**src/rtl/gate_seq_pkg.sv**
```systemverilog
// Shared encodings and golden truth tables for the gate sequencer.
// Golden tables are consumed only when GATE_SEQ_SELF_CHECK_EN is defined.
package gate_seq_pkg;

  localparam int unsigned OP_W  = 3;
  localparam int unsigned TT_W  = 4;
  localparam int unsigned IDX_W = 2;
  localparam int unsigned CNT_W = 4;

  typedef enum logic [OP_W-1:0] {
    OP_BUF  = 3'd0,
    OP_NOT  = 3'd1,
    OP_AND  = 3'd2,
    OP_OR   = 3'd3,
    OP_NAND = 3'd4,
    OP_NOR  = 3'd5,
    OP_XOR  = 3'd6,
    OP_XNOR = 3'd7
  } op_e;

  typedef enum logic [1:0] {
    ST_IDLE   = 2'd0,
    ST_APPLY  = 2'd1,
    ST_SAMPLE = 2'd2,
    ST_DONE   = 2'd3
  } state_e;

  // Bit i is the gate output for vector i ({a,b} = i, or a = i[0] for unary ops).
  localparam logic [TT_W-1:0] TT_BUF  = 4'b0010;
  localparam logic [TT_W-1:0] TT_NOT  = 4'b0001;
  localparam logic [TT_W-1:0] TT_AND  = 4'b1000;
  localparam logic [TT_W-1:0] TT_OR   = 4'b1110;
  localparam logic [TT_W-1:0] TT_NAND = 4'b0111;
  localparam logic [TT_W-1:0] TT_NOR  = 4'b0001;
  localparam logic [TT_W-1:0] TT_XOR  = 4'b0110;
  localparam logic [TT_W-1:0] TT_XNOR = 4'b1001;

  function automatic logic is_unary(input logic [OP_W-1:0] op);
    return op[2:1] == 2'b00;
  endfunction

  // Stimulus {a,b} for a given vector index.
  function automatic logic [1:0] vec_ab(input logic [OP_W-1:0] op,
                                        input logic [IDX_W-1:0] idx);
    return is_unary(op) ? {idx[0], 1'b0} : idx;
  endfunction

endpackage

```
**src/rtl/gate_seq_ctrl_golden.sv**
```systemverilog
// Golden truth-table lookup for the selected gate op.
module gate_golden
  import gate_seq_pkg::*;
(
  input  logic [2:0] op,
  output logic [3:0] tt
);

  always_comb begin
    tt = '0;
    case (op)
      OP_BUF:  tt = TT_BUF;
      OP_NOT:  tt = TT_NOT;
      OP_AND:  tt = TT_AND;
      OP_OR:   tt = TT_OR;
      OP_NAND: tt = TT_NAND;
      OP_NOR:  tt = TT_NOR;
      OP_XOR:  tt = TT_XOR;
      OP_XNOR: tt = TT_XNOR;
      default: tt = '0;
    endcase
  end

endmodule

```
**src/rtl/gate_seq_ctrl.sv**
```systemverilog
// Sweeps the truth table of an external gate unit and captures its response.
// Define GATE_SEQ_SELF_CHECK_EN to compare the captured table against a golden model.
module gate_seq_ctrl
  import gate_seq_pkg::*;
#(
  parameter int unsigned SETTLE = 1
) (
  input  logic       clk,
  input  logic       rst,
  input  logic       start,
  input  logic [2:0] op,
  input  logic       y,
  output logic       a,
  output logic       b,
  output logic [2:0] sel,
  output logic       busy,
  output logic       done,
  output logic [3:0] tt,
  output logic       err
);

  state_e           r_state;
  logic [IDX_W-1:0] r_idx;
  logic [CNT_W-1:0] r_cnt;
  logic             r_a;
  logic             r_b;
  logic [OP_W-1:0]  r_sel;
  logic             r_busy;
  logic             r_done;
  logic [TT_W-1:0]  r_tt;

  logic             w_last;
  logic [IDX_W-1:0] w_idx_nxt;
  logic [1:0]       w_ab_nxt;
  logic [TT_W-1:0]  w_tt_cap;

  assign w_last    = r_idx == (is_unary(r_sel) ? 2'd1 : 2'd3);
  assign w_idx_nxt = w_last ? r_idx : r_idx + 2'd1;
  assign w_ab_nxt  = vec_ab(r_sel, w_idx_nxt);

  always_comb begin
    w_tt_cap        = r_tt;
    w_tt_cap[r_idx] = y;
  end

  always_ff @(posedge clk or posedge rst) begin
    if (rst) begin
      r_state <= ST_IDLE;
      r_idx   <= '0;
      r_cnt   <= '0;
      r_a     <= 1'b0;
      r_b     <= 1'b0;
      r_sel   <= '0;
      r_busy  <= 1'b0;
      r_done  <= 1'b0;
      r_tt    <= '0;
    end else begin
      case (r_state)
        ST_IDLE: begin
          if (start) begin
            r_state <= ST_APPLY;
            r_sel   <= op;
            r_tt    <= '0;
            r_idx   <= '0;
            r_cnt   <= '0;
            r_a     <= 1'b0;
            r_b     <= 1'b0;
            r_busy  <= 1'b1;
          end
        end
        ST_APPLY: begin
          if (r_cnt == CNT_W'(SETTLE - 1)) begin
            r_state <= ST_SAMPLE;
          end else begin
            r_cnt <= r_cnt + 1'b1;
          end
        end
        ST_SAMPLE: begin
          r_tt <= w_tt_cap;
          if (w_last) begin
            r_state <= ST_DONE;
            r_done  <= 1'b1;
          end else begin
            r_state    <= ST_APPLY;
            r_idx      <= w_idx_nxt;
            {r_a, r_b} <= w_ab_nxt;
            r_cnt      <= '0;
          end
        end
        ST_DONE: begin
          r_state <= ST_IDLE;
          r_done  <= 1'b0;
          r_busy  <= 1'b0;
          r_a     <= 1'b0;
          r_b     <= 1'b0;
          r_idx   <= '0;
        end
        default: r_state <= ST_IDLE;
      endcase
    end
  end

`ifdef GATE_SEQ_SELF_CHECK_EN
  logic [TT_W-1:0] w_golden;
  logic            r_err;

  gate_golden u_golden (
    .op (r_sel),
    .tt (w_golden)
  );

  // Judged on the final capture so the bit being written is included.
  always_ff @(posedge clk or posedge rst) begin
    if (rst) begin
      r_err <= 1'b0;
    end else if (r_state == ST_IDLE && start) begin
      r_err <= 1'b0;
    end else if (r_state == ST_SAMPLE && w_last && w_tt_cap != w_golden) begin
      r_err <= 1'b1;
    end
  end

  assign err = r_err;
`else
  assign err = 1'b0;
`endif

  assign a    = r_a;
  assign b    = r_b;
  assign sel  = r_sel;
  assign busy = r_busy;
  assign done = r_done;
  assign tt   = r_tt;

endmodule
```
**config.mk**
```make
export PLATFORM = sky130hd
export DESIGN_NAME = gate_seq_ctrl
export DESIGN_NICKNAME = d
export VERILOG_FILES = /design/src/rtl/gate_seq_pkg.sv /design/src/rtl/gate_seq_ctrl_golden.sv /design/src/rtl/gate_seq_ctrl.sv
export SDC_FILE = /design/constraint.sdc
export NUM_CORES = 1
export LEC_CHECK = 0
export ABC_AREA = 1
export CORE_MARGIN = 5
export CORE_UTILIZATION = 45
export DETAILED_ROUTE_END_ITERATION = 7
export MAX_ROUTING_LAYER = met4
export PLACE_DENSITY_LB_ADDON = 0.2
export SYNTH_ARGS = -nofsm -noshare
export SYNTH_HDL_FRONTEND = slang
export SYNTH_SLANG_ARGS = --single-unit
```
**constraint.sdc**
```tcl
create_clock -name clk -period 1.25 [get_ports clk]
set_input_delay 0.375 -clock clk [delete_from_list [all_inputs] [get_ports clk]]
set_output_delay 0.375 -clock clk [all_outputs]
set_load 0.05 [all_outputs]
```
==> results of run 1 <==
==> flip-flops by register name, summed over array words and instances, names as in the netlist <==
| register | count |
|---|---|
| a | 1 |
| sel | 3 |
| b | 1 |
| r_idx | 2 |
| tt | 4 |
| r_state | 2 |
| r_cnt | 4 |
| busy | 1 |
| done | 1 |
==> logic make-up after synthesis <==
kind of cell,share of synthesized area
other,0.00384
DFF,0.487
muxes,0.0346
and+or+nand+nor,0.256
buffers and inverters,0.0576
AOI/OAI and AO/OA,0.0666
xor gates and xnor gates,0.0179
adders and majority gates,0.0768
==> tightest hold or removal path: cells and delay by family <==
family / cells / cell delay [ps]
buf+inv: 3 / 670
==> how the worst min path moves through the flow <==
stage	slack [ps]	startpoint	to	cells after the start
after floorplan	330	rst	a	1
after global placement	520	r_cnt[3]	r_cnt[3]	2
after detailed placement	530	b	b	2
after CTS	400	rst	r_cnt[3]	3
after global routing	410	rst	r_state[0]	3
final	400	rst	r_cnt[3]	3
==> synth_stat cells, drive strengths merged <==
master,count,area share
o21ai,9,0.061
nand2,35,0.14
mux2,3,0.035
buf,1,0.0077
conb,1,0.0038
xnor2,1,0.0090
inv,13,0.050
nand3,8,0.064
nor2,7,0.037
nand4,2,0.013
ha,6,0.077
dfrtp,19,0.49
xor2,1,0.0090
a21oi,1,0.0051
==> power groups by stage <==
stage | Combinational, mW | Sequential (mW) | Clock, mW
floorplan | 0.584 | 1.48 | 0
global placement | 1.92 | 1.05 | 0
detailed placement | 1.96 | 1.06 | 0
CTS | 2.13 | 1.03 | 0.312
global route | 2.57 | 1.07 | 0.343
finish | 2.42 | 1.04 | 0.301
==> routing by layer <==
metal,share of wire,vias to the layer above,global-route usage
met2,0.51,28,0.252
met4,0.0076,0,0.0508
met1,0.42,409,0.197
li1,-,416,-
met5,0,-,-
met3,0.061,2,0.0596
==> cell usage in the layout, fill, tap and decap left out, types with 4 or more instances in the layout <==
master / Yosys / routed
nand2_1: 32 / 23
buf_4: 1 / 17
dfrtp_1: 19 / 16
buf_12: 0 / 12
inv_1: 11 / 11
nand2_2: 3 / 10
ha_1: 6 / 6
nand3_1: 5 / 5
clkdlybuf4s50_1: 0 / 5
o21ai_1: 6 / 4
==> timing repair <==
item / 4_1_cts / 5_1_grt
resized for setup: 4 / 19
endpoints found under the setup margin: 9 / 22
buffers inserted: 5 / 8
endpoints found under the hold margin: 0 / 0
pin swaps: 1 / 9
==> stage by stage <==
step	area, um^2	cells	setup TNS (ps)	worst slack (ps)
2_1_floorplan	980	107	0	25.3
3_3_place_gp	1360	158	-3090	-289
3_5_place_dp	1360	158	-3500	-311
4_1_cts	1440	167	-188	-102
5_1_grt	1560	175	-971	-131
6_report	1560	175	-267	-101
==> layout make-up <==
type | instances | area [um^2] | area share
multi-input combinational | 74 | 510 | 0.327
timing repair buffer | 38 | 464 | 0.297
sequential | 19 | 479 | 0.307
tap | 27 | 33.8 | 0.0216
inverter | 13 | 48.8 | 0.0312
clock buffer | 4 | 26.3 | 0.0168
==> qor.yml, run 1 <==
place_congestion: 0.742
finalHoldViolCount: 0
ctsRootBufferMaster: "clkbuf_4"
p_sw_mw: 1.69
synth_cell_types: 23
num_rows: 16
postCtsHoldBufs: 0
worst_hold_slack_ps: 397
fillers: 132
layout_setup_ws_ps: -101
die_h_um: 56.6
r2r-start: "sel[1]"
skew_ps: 5.41
clockBufferDepth: 2
rsz0062_at_grt: "yes"
arrival_ps: 980
drive_above_1_share: 0.426
failed_checks: "negative setup slack"
path_cells: "buf_6 > buf_12"
hp-class: "input pin to async pin"
io_buffer_count: 17
synth_seq_cells: 19
diodes: 0
ir_drop_uv: 1590
drv_cap: 0
grt_pass1_vias: 803
antenna_found_initial: 0
cp_num_cells: 2
cp.required_ps: 880
reg2reg_depth: 7
hpwl_um: 1580
die_w_um: 56.6
drc: 0
synth-seq-area-share: 0.487
grt_max_degree: 20
fin_nets: 162
p_int_mw: 2.08
wl_per_cell_um: 14.4
maxSlewViolCount: 0
crit_type: "flip-flop to output port"
syn_inst: 107
rr_endpoint: "b"
path_buf_inv: 2
crit_family: "flip-flops"
power_leakage_nw: 0.774
fin_crit_sh: 1.08
synth.cell_area_um2: 977
powerDensity_mw_per_mm2: 2410
syn_to_final_growth_pct: 59.9
viasPerCell: 4.89
pwr-share-clk: 0.080
tritoncts: "done"
die-area_mm2: 0.00320
startpoint_type: "flip-flop"
htreeDepth: 1
clk_pin_slew_ps: 100
wl_um: 2510
avgSynthCellArea_um2: 9.13
reg2reg_slack_ps: -40
crit_path_max_incr_delay_ps: 430
grt.total_usage: 0.163
startpoint: "sel[2]"
power_mw: 3.76
vias: 855
postRouteAntennaNets: 0
ys.warnings.count: 0
grt_pass1_wl_um: 3920
crit_end: "sel[2]"
swShare: 0.448
crit_slowest_cell: "dfrtp_2"
core_area_mm2: 0.00202
setup-violations-final: 7
synth_nets: 120
utilization: 0.773
dr.pass1.iters: 4
critPathMaxFanout: 2
pwr-share-comb: 0.644
cts_buffers: 3
io_pins: 19
start_util: 0.483
cp-end-kind: "output port"
layout_min_cycle_time_ps: 1350
worst_skew_pair.late_latency_ps: 290
drtIter0Drc: 37
numClockSinks: 19
status: "finished with violations"
seqPwrFrac: 0.277
timing.fmax_ghz: 0.740
grt_overflow_total: 0
(Power assumes the default switching activity.)
==> run 2, diff against run 1 <==
--- a/config.mk
+++ b/config.mk
@@ -7,7 +7,8 @@
 export LEC_CHECK = 0
 export ABC_AREA = 1
 export CORE_MARGIN = 5
-export CORE_UTILIZATION = 45
+export CORE_UTILIZATION = 47
+export CTS_BUF_LIST = sky130_fd_sc_hd__clkbuf_4 sky130_fd_sc_hd__clkbuf_8
 export DETAILED_ROUTE_END_ITERATION = 7
 export MAX_ROUTING_LAYER = met4
 export PLACE_DENSITY_LB_ADDON = 0.2
==> run 2 against run 1 <==
The flow still finishes with violations (negative setup slack); worst hold slack got worse by 28 ps; sequential power about the same; die area decreased by 3.5%; sequential share of layout area increased by 0.24 points; combinational power decreased by 2%; cell count decreased by 0.57%; worst setup slack got worse by 44 ps; maximum frequency decreased by 3.1%; non-clock buffer count decreased by 1; first-iteration DRC count decreased by 49%; largest power group unchanged; highest routed layer unchanged.
==> qor.yml, run 2 (synthesis results as in run 1) <==
status: "finished with violations"
failed_checks: "negative setup slack"
arrival_ps: 1020
dr.pass1.iters: 4
mostFrequentLayoutCell: "nand2_1"
num_rows: 16
grt_max_degree: 20
crit_slowest_cell: "dfrtp_2"
antenna_found_initial: 0
utilization: 0.788
drive_above_1_share: 0.422
finalHoldViolCount: 0
drtIter0Drc: 19
clockBufferDepth: 2
die_w_um: 55.6
startpoint_type: "flip-flop"
wl_um: 2200
critPathMaxFanout: 2
timing.fmax_ghz: 0.717
die_h_um: 55.6
layout_min_cycle_time_ps: 1390
post-place-ws_ps: -288
ctsRootBufferMaster: "clkbuf_4"
viasPerCell: 4.78
start_util: 0.498
crit_family: "flip-flops"
crit_type: "flip-flop to output port"
place_congestion: 0.729
skew_ps: 6.32
layout_common_cells: "nand2_1 (21), dfrtp_1 (17), buf_4 (17)"
cts_buffers: 3
drv_cap: 0
io_buffer_count: 17
postRouteAntennaNets: 0
dpl-instance-area_mm2: 0.00136
power_mw: 3.73
crit_path_max_incr_delay_ps: 440
layout_setup_ws_ps: -145
grt_overflow_total: 0
numClockSinks: 19
ir_drop_uv: 1740
cp.required_ps: 880
hp-class: "input pin to async pin"
vias: 831
grt_pass1_wl_um: 3550
grt.total_usage: 0.152
htreeDepth: 1
powerDensity_mw_per_mm2: 2410
syn_to_final_growth_pct: 58.3
cp-end-kind: "output port"
drc: 0
wl_per_cell_um: 12.6
rsz0062_at_grt: "yes"
die-area_mm2: 0.00309
worst_skew_pair.late_latency_ps: 310
hpwl_um: 1440
fin_area_mm2: 0.00155
path_cells: "buf_6 > buf_12"
clk_pin_slew_ps: 110
diodes: 0
tritoncts: "done"
power_leakage_nw: 0.759
fin_crit_sh: 1.12
core_area_mm2: 0.00196
grt_pass1_vias: 810
fin_nets: 161
io_pins: 19
path_buf_inv: 2
maxSlewViolCount: 0
setup-violations-final: 15
-- run 2: cell count changes in the layout (fill, tap and decap cells not counted), sizes merged --
cell	change
dlymetal6s2s	-1
buf	-1
clkdlybuf4s50	+1
-- run 2: repair_timing --
| item | in CTS | in global routing |
|---|---|---|
| pin swaps | 1 | 5 |
| hold endpoints to repair | 0 | 0 |
| hold buffers | 0 | 0 |
| endpoints found under the setup margin | 11 | 19 |
| setup buffers | 5 | 7 |
| gates resized for setup | 4 | 13 |
-- run 2: path summary, 6_finish.rpt --
check | startpoint | depth (start not counted) | slack [ps] | to
setup / recovery | sel[2] | 2 | -140 | sel[2]
hold / removal | rst | 3 | 370 | tt[2]
setup reg to reg | sel[2] | 6 | -50 | r_idx[1]
hold reg to reg | r_cnt[1] | 2 | 530 | r_cnt[1]
max in group asynchronous | rst | 3 | 740 | sel[1]
min in group clk | r_cnt[1] | 2 | 530 | r_cnt[1]
-- run 2: stage by stage --
stage	instances	hold slack [ps]	setup TNS, ps
final	174	370	-589
after global routing	174	389	-1120
after CTS	167	376	-486
after detailed placement	158	525	-3050
after global placement	158	516	-2920
after floorplan	107	326	0
-- run 2: area by class of cell --
class	instances	area [um^2]
tap	27	33.8
fill	128	415
timing repair buffer	37	459
inverter	13	48.8
multi-input combinational	74	497
clock buffer	4	30.0
sequential	19	478
-- run 2: layer usage --
| layer | global-route usage | routed length, um |
|---|---|---|
| met5 | - | 0 |
| met4 | 0.111 | 68 |
| met3 | 0.0418 | 141 |
| met2 | 0.236 | 1080 |
| met1 | 0.165 | 908 |
-- run 2: worst reg2reg max path, stage by stage, from the launching register on --
cell and delay [ps]:
dfrtp_2 440, buf_4 160, o21ai_4 170, nand3_4 150
buf_4 170, nand4_1 60, nand2_1 60
-- run 2: where the power goes --
group	internal, mW	switching, mW	leakage [nW]	total (mW)
registers	0.816	0.206	0.247	1.02
logic	1.11	1.25	0.494	2.36
clock network	0.147	0.207	0.0184	0.354
total	2.07	1.66	0.759	3.73
==> run 3, diff against run 2 <==
--- a/config.mk
+++ b/config.mk
@@ -9,9 +9,11 @@
 export CORE_MARGIN = 5
 export CORE_UTILIZATION = 47
 export CTS_BUF_LIST = sky130_fd_sc_hd__clkbuf_4 sky130_fd_sc_hd__clkbuf_8
+export CTS_CLUSTER_SIZE = 16
 export DETAILED_ROUTE_END_ITERATION = 7
 export MAX_ROUTING_LAYER = met4
 export PLACE_DENSITY_LB_ADDON = 0.2
 export SYNTH_ARGS = -nofsm -noshare
 export SYNTH_HDL_FRONTEND = slang
 export SYNTH_SLANG_ARGS = --single-unit
+export TNS_END_PERCENT = 5
==> run 3 against run 2 <==
The flow still finishes with violations (negative setup slack); clock power down 1%; utilization down 6.1 points; sequential power about the same; critical path depth unchanged; count of clock-buffer cells in the layout unchanged; register-to-register slack better by 50 ps; first-iteration DRC count unchanged; cell count down 6.3%; flip-flop and latch count unchanged; global-route usage down 0.050 points; via count down 6.1%; sequential share of layout area up 2.6 points; critical endpoint unchanged; largest cell class is now flip-flops and latches.
==> qor.yml, run 3 (synthesis results as in run 1) <==
status: "finished with violations"
failed_checks: "negative setup slack"
dr.pass1.iters: 4
drv_cap: 0
fin_crit_sh: 1.11
clk_pin_slew_ps: 110
grt_pass1_vias: 801
numClockSinks: 19
power_mw: 3.47
syn_to_final_growth_pct: 46.1
place_congestion: 0.729
arrival_ps: 1020
swShare: 0.453
seqPwrFrac: 0.300
io_buffer_count: 17
rsz0062_at_grt: "yes"
powerDensity_mw_per_mm2: 2430
hpwl_um: 1440
hp-class: "input pin to async pin"
drive_above_1_share: 0.309
startpoint_type: "flip-flop"
ctsRootBufferMaster: "clkbuf_4"
grt_overflow_total: 0
die_w_um: 55.6
drc: 0
pwr-share-clk: 0.100
cp.required_ps: 880
wl_per_cell_um: 12.6
start_util: 0.498
drtIter0Drc: 19
worst_hold_slack_ps: 370
io_pins: 19
pwr-share-comb: 0.600
htreeDepth: 1
diodes: 0
num_rows: 16
layout_common_cells: "nand2_1 (30), dfrtp_1 (17), buf_12 (12)"
viasPerCell: 4.79
grt.total_usage: 0.152
wl_um: 2050
postRouteAntennaNets: 0
critPathMaxFanout: 2
cts_buffers: 3
ir_drop_uv: 1510
core_area_mm2: 0.00196
cp-end-kind: "output port"
post-place-ws_ps: -288
layout_min_cycle_time_ps: 1390
tritoncts: "done"
worst_skew_pair.late_latency_ps: 310
timing.fmax_ghz: 0.718
clockBufferDepth: 2
postCtsHoldBufs: 0
vias: 780
antenna_found_initial: 0
mostFrequentLayoutCell: "nand2_1"
layout_setup_ws_ps: -142
power_leakage_nw: 0.693
p_int_mw: 1.90
skew_ps: 7.16
crit_type: "flip-flop to output port"
finalHoldViolCount: 0
p_sw_mw: 1.57
fin_nets: 150
die_h_um: 55.6
die-area_mm2: 0.00309
fin_cells: 163
grt_max_degree: 20
reg2reg_depth: 7
dp.cells: 158
grt_pass1_wl_um: 3540
reg2reg_slack_ps: 0
maxSlewViolCount: 0
setup-violations-final: 12
[run 3: cell count changes in the layout (fill, tap and decap cells not counted), sizes merged]
| cell | change |
|---|---|
| buf | -11 |
[run 3: through the flow]
stage | util | setup TNS, ps | cell area [um^2]
final | 0.728 | -447 | 1430
after global routing | 0.728 | -1100 | 1430
after CTS | 0.721 | -523 | 1420
after detailed placement | 0.693 | -3050 | 1360
after global placement | 0.693 | -2920 | 1360
after floorplan | - | 0 | 980
[run 3: worst max-delay path, stage by stage, from the launching register on]
cell and delay (ps):
dfrtp_2 440, buf_6 130, buf_12 130
[run 3: path summary, 6_finish.rpt]
kind	start	endpoint
hold / removal	rst	tt[2]
setup reg to reg	sel[2]	r_idx[1]
min in group clk	r_cnt[1]	r_cnt[1]
max in group asynchronous	rst	sel[1]
setup / recovery	sel[2]	sel[2]
hold reg to reg	r_cnt[1]	r_cnt[1]
[run 3: power groups by stage]
stage	registers [mW]	clock network, mW	logic [mW]
global placement	1.05	0	1.92
floorplan	1.48	0	0.584
CTS	1.03	0.361	2.05
detailed placement	1.06	0	1.95
global route	1.07	0.387	2.22
finish	1.04	0.349	2.08
[run 3: layout make-up]
class | count | area, um^2
clock buffer | 4 | 30.0
inverter | 13 | 48.8
sequential | 19 | 478
tap | 27 | 33.8
timing repair buffer | 26 | 364
fill | 150 | 534
multi-input combinational | 74 | 473
[run 3: timing repair]
action,in CTS,in global routing
resized for setup,4,4
hold endpoints to repair,0,0
pin swaps,1,2
setup endpoints to repair,11,19
gates cloned,0,0
setup buffers,1,0
[run 3: layer usage]
layer  vias up  wire, um  part of all wire  global-route usage
met5         -         0                 0                   -
met4         0        65             0.032               0.111
met3         9       138             0.067              0.0418
met2        25       976              0.48               0.235
met1       353       867              0.42               0.165
li1        393         -                 -                   -
